### config.mk
export PLATFORM = sky130hd
export DESIGN_NAME = gpr_wb_arbiter
export DESIGN_NICKNAME = d
export VERILOG_FILES = /design/src/rtl/gpr_pkg.sv /design/src/rtl/gpr_wb_grant.sv /design/src/rtl/gpr_wb_arbiter.sv
export SDC_FILE = /design/constraint.sdc
export NUM_CORES = 1
export LEC_CHECK = 0
export ABC_CLOCK_PERIOD_IN_PS = 6200
export CAP_MARGIN = 30
export CORE_ASPECT_RATIO = 2
export CORE_MARGIN = 3
export CORE_UTILIZATION = 43
export DETAILED_ROUTE_END_ITERATION = 6
export GPL_ROUTABILITY_DRIVEN = 0
export PLACE_DENSITY = 0.95
export SYNTH_ARGS = -nofsm -noshare
export SYNTH_HDL_FRONTEND = slang
export SYNTH_SLANG_ARGS = --single-unit
### constraint.sdc
create_clock -name clk -period 6.2 [get_ports clk]
set_input_delay 0.93 -clock clk [delete_from_list [all_inputs] [get_ports clk]]
set_output_delay 0.93 -clock clk [all_outputs]
set_load 0.005 [all_outputs]
### src/rtl/gpr_pkg.sv
// Shared types and constants for the GPR writeback path.
// Purely declarative: no logic, no latency, no flow control.
package gpr_pkg;

    localparam int XLEN      = 64;
    localparam int REG_IDX_W = 5;

    typedef enum logic {
        WB_SRC_EX  = 1'b0,
        WB_SRC_MEM = 1'b1
    } wb_src_e;

    typedef struct packed {
        logic                 valid;
        logic [REG_IDX_W-1:0] rd;
        logic [XLEN-1:0]      data;
    } wb_req_t;

endpackage

### src/rtl/gpr_wb_grant.sv
// EX/MEM writeback grant policy, combinational (0 cycles), no backpressure of its own.
// GPR_WB_ARB_RR_EN selects round-robin; otherwise MEM priority with an EX starvation guard.
module gpr_wb_grant
    import gpr_pkg::*;
#(
    parameter int STARVE_LIMIT = 4
) (
    input  logic       i_ex_valid,
    input  logic       i_mem_valid,
    input  logic [3:0] i_starve_cnt,
    input  wb_src_e    i_last_grant,
    output logic [1:0] o_grant
);

    logic w_unused;

    // o_grant[0] = EX, o_grant[1] = MEM; at most one bit set.
    always_comb begin
        o_grant = 2'b00;
        if (i_ex_valid && i_mem_valid) begin
`ifdef GPR_WB_ARB_RR_EN
            o_grant = (i_last_grant == WB_SRC_MEM) ? 2'b01 : 2'b10;
`else
            o_grant = (i_starve_cnt == 4'(STARVE_LIMIT)) ? 2'b01 : 2'b10;
`endif
        end else if (i_ex_valid) begin
            o_grant = 2'b01;
        end else if (i_mem_valid) begin
            o_grant = 2'b10;
        end
    end

`ifdef GPR_WB_ARB_RR_EN
    assign w_unused = ^i_starve_cnt;
`else
    assign w_unused = ^i_last_grant;
`endif

endmodule

### src/rtl/gpr_wb_arbiter.sv
// Shares the GPR write port between EX and MEM writeback; winner is registered, GPR sees it 1 cycle later.
// Ready is combinational from the valids; the output register always drains (no backpressure). Policy macro: GPR_WB_ARB_RR_EN.
module gpr_wb_arbiter
    import gpr_pkg::*;
#(
    parameter int DATA_WIDTH   = XLEN,
    parameter int RF_SIZE      = REG_IDX_W,
    parameter int STARVE_LIMIT = 4
) (
    input  logic                  clk,
    input  logic                  rst,
    input  logic                  ex_valid_i,
    output logic                  ex_ready_o,
    input  logic [RF_SIZE-1:0]    ex_rd_i,
    input  logic [DATA_WIDTH-1:0] ex_data_i,
    input  logic                  mem_valid_i,
    output logic                  mem_ready_o,
    input  logic [RF_SIZE-1:0]    mem_rd_i,
    input  logic [DATA_WIDTH-1:0] mem_data_i,
    output logic                  write_enable_o,
    output logic [RF_SIZE-1:0]    rd_o,
    output logic [DATA_WIDTH-1:0] data_o,
    output logic                  src_o,
    output logic [3:0]            starve_cnt_o
);

    logic [1:0]            w_grant;
    logic                  w_ex_acc;
    logic                  w_mem_acc;
    logic [RF_SIZE-1:0]    w_win_rd;
    logic [DATA_WIDTH-1:0] w_win_data;

    logic [3:0]            r_starve_cnt;
    wb_src_e               r_last_grant;
    logic                  r_we;
    logic [RF_SIZE-1:0]    r_rd;
    logic [DATA_WIDTH-1:0] r_data;
    logic                  r_src;

    gpr_wb_grant #(
        .STARVE_LIMIT (STARVE_LIMIT)
    ) u_grant (
        .i_ex_valid   (ex_valid_i),
        .i_mem_valid  (mem_valid_i),
        .i_starve_cnt (r_starve_cnt),
        .i_last_grant (r_last_grant),
        .o_grant      (w_grant)
    );

    // Nothing is accepted while reset is held, so sources simply re-present afterwards.
    assign ex_ready_o  = w_grant[0] & ~rst;
    assign mem_ready_o = w_grant[1] & ~rst;
    assign w_ex_acc    = ex_valid_i  & ex_ready_o;
    assign w_mem_acc   = mem_valid_i & mem_ready_o;

    assign w_win_rd   = w_mem_acc ? mem_rd_i   : ex_rd_i;
    assign w_win_data = w_mem_acc ? mem_data_i : ex_data_i;

    always_ff @(posedge clk or posedge rst) begin
        if (rst) begin
            r_starve_cnt <= '0;
            r_last_grant <= WB_SRC_MEM;
        end else begin
`ifdef GPR_WB_ARB_RR_EN
            r_starve_cnt <= '0;
`else
            if (!ex_valid_i || w_ex_acc) begin
                r_starve_cnt <= '0;
            end else if (r_starve_cnt != 4'(STARVE_LIMIT)) begin
                r_starve_cnt <= r_starve_cnt + 4'd1;
            end
`endif
            if (w_mem_acc) begin
                r_last_grant <= WB_SRC_MEM;
            end else if (w_ex_acc) begin
                r_last_grant <= WB_SRC_EX;
            end
        end
    end

    // x0 writes are consumed like any other but never raise the write enable.
    always_ff @(posedge clk or posedge rst) begin
        if (rst) begin
            r_we   <= 1'b0;
            r_rd   <= '0;
            r_data <= '0;
            r_src  <= 1'b0;
        end else if (w_ex_acc || w_mem_acc) begin
            r_we   <= (w_win_rd != '0);
            r_rd   <= w_win_rd;
            r_data <= w_win_data;
            r_src  <= w_mem_acc;
        end else begin
            r_we   <= 1'b0;
        end
    end

    assign write_enable_o = r_we;
    assign rd_o           = r_rd;
    assign data_o         = r_data;
    assign src_o          = r_src;
    assign starve_cnt_o   = r_starve_cnt;

endmodule
==> results.ini <==
[outcome]
outcome = completed

[route]
ant_nets = 0
drc = 0
wl_um = 13600
dr_total_vias = 4099
firstDrtPassIters = 6
first_iter_violations = 195
wl_per_cell_um = 18.7
viasPerCell = 5.62

[synthesis]
synth_cell_types = 30
ys_ff_latch = 75
yosysSeqAreaShare_pct = 45.2
syn-mean-instance-area_um2 = 9.79
syn_area_um2 = 4150
synth-async-reset-ratio_pct = 100
syn-num-nets = 568
yosysWarnings = 0
synth-edff-count = 0
synthCells = 424
synth_ff_type = dfrtp_1

[cells_and_area]
layout.cells.non_filler = 729
syn_to_final_growth_pct = 56.8
layout.cells.most_common = clkdlybuf4s50_1
drive_gt1_share_pct = 15.2
n_antenna_cell = 0
layout_common_cells = 218 x clkdlybuf4s50_1, 138 x nand2_1, 75 x dfrtp_1, 72 x nand3_1, 68 x o211ai_2
final_nets = 764

[grt]
grt_first_pass_wirelength_um = 21400
grt_overflow_total = 0
grt_usage_pct = 25.3
antenna_found_initial = 0
grt_max_degree = 71
grt_pass1_vias = 4310

[critical_path]
cp.required_ns = 5.27
max_stage_delay_ns = 0.63
slowest_stage = clkdlybuf4s50_1
critical_path_class = input port to output port
r2r_cells = 6
crit_arrival_ns = 2.95
worstPathCellList = clkdlybuf4s50_1 -> nor2b_4 -> and2_4 -> clkdlybuf4s50_1
crit_top_cell = clkdlybuf4s50_1
critPathMaxFanout = 38
endpoint_kind = output port
start_kind = input port

[clock_tree]
cts_resized = 0
post_cts_buffers = 0
htreeDepth = 3
clock-root-buffer = clkbuf_16
cts_hold_buf = 0
numCtsBuffers = 9
tritoncts = built
clockBufferDepth = 2
clk-insertion-delay-late_ns = 0.33
clkTransAtPathRegs_ns = 0.05
clock-sinks = 75

[timing]
min_period_ns = 3.88
relSlewSlack_pct = 47.2
timing.fmax_mhz = 257
worst_slew_pin_slew_ns = 0.792
maxSlewViolCount = 0
setup_viol = 0
whs_ns = 0.483
post-route-period-util_pct = 62.6
hold_viol = 0
rsz0062_at_grt = false
setup-tns-final_ns = 0
fin_skew_ns = 0.00504

[die]
initial_core_util_pct = 44.3
die_area_um2 = 10900
core_region_area_um2 = 9380
dieHeight_um = 145
ioPinCount = 219
row_count = 50
die_w_um = 75.5

[hold_path]
hold_class = register to register
hold_depth = 1

[placement]
hpwl_um = 9980
numPortBuffers = 218
dp_cells = 713

[power]
total_leakage_power_nw = 2.76
powerDensity_nw_per_um2 = 238
ir_drop_mv = 0.136

[job]
maxCapViolCount = 0

[final timing paths]
path	start	endpoint	slack [ns]
worst max-delay path	mem_valid_i	mem_ready_o	2.32
worst min register to register	src_o	src_o	0.48
worst max register to register	starve_cnt_o[1]	data_o[16]	3.78
max in group asynchronous	rst	data_o[7]	3.88
min in group asynchronous	rst	data_o[58]	1.25
worst min-delay path	src_o	src_o	0.48
[state kept, by name, summed over array words and instances (netlist names)]
signal	count
starve_cnt_o	4
src_o	1
rd_o	5
data_o	64
write_enable_o	1
[worst max-delay path, delay by kind of cell]
kind | cells | cell delay, ns
buffers and inverters | 2 | 1.24
and+or+nand+nor | 2 | 0.77
[per-stage QoR]
stage | instance area, um2 | worst slack [ns] | power, mW | util (%)
2_1_floorplan | 4150 | 3.36 | 0.784 | -
3_3_place_gp | 6220 | 2.38 | 1.03 | 66.2
3_5_place_dp | 6220 | 2.32 | 1.05 | 66.2
4_1_cts | 6510 | 2.31 | 1.57 | 69.4
5_1_grt | 6510 | 2.23 | 1.62 | 69.4
6_report | 6510 | 2.32 | 1.55 | 69.4
[Yosys cell counts, types with 2 or more instances]
cell | instances | share of area, %
buf_6 | 2 | 0.54
a211oi_1 | 2 | 0.36
buf_2 | 19 | 2.3
nor2_1 | 3 | 0.27
buf_12 | 8 | 3.9
nor3_1 | 2 | 0.24
o211ai_2 | 68 | 20
nand3_1 | 72 | 8.7
ha_1 | 2 | 0.60
inv_1 | 4 | 0.36
nand3b_1 | 2 | 0.36
a21oi_1 | 3 | 0.36
clkbuf_1 | 9 | 0.81
dfrtp_1 | 75 | 45
nand2_1 | 138 | 12
[layout make-up]
cell class | count | area [um2]
Clock buffer | 10 | 229
Clock inverter | 6 | 66.3
Fill cell | 680 | 2870
Inverter | 4 | 15.0
Multi-Input combinational cell | 306 | 1970
Sequential cell | 75 | 1880
Tap cell | 104 | 130
Timing Repair Buffer | 224 | 2230
[layer usage]
layer / vias to the layer above / GRT usage, % / part of all wire, %
li1: 1867 / - / -
met1: 2009 / 26.9 / 34
met2: 185 / 44.5 / 56
met3: 38 / 5.48 / 5.6
met4: 0 / 12.7 / 4.0
met5: - / 0 / 0
[cell families after synthesis]
logic type	after synthesis	synth area share, %
muxes	1	0.241
buffers and inverters	43	8.04
AOI/OAI and AO/OA	78	22.2
adders and majority gates	2	0.602
xor gates and xnor gates	1	0.211
DFF	75	45.2
and+or+nand+nor	224	23.5
[power by group]
part,internal (mW),switching (mW),leakage (nW),total (mW)
registers,0.558,0.0401,0.897,0.598
logic,0.265,0.176,1.73,0.441
clock network,0.311,0.199,0.135,0.510
Note: power is estimated with default switching activity, not from simulation.
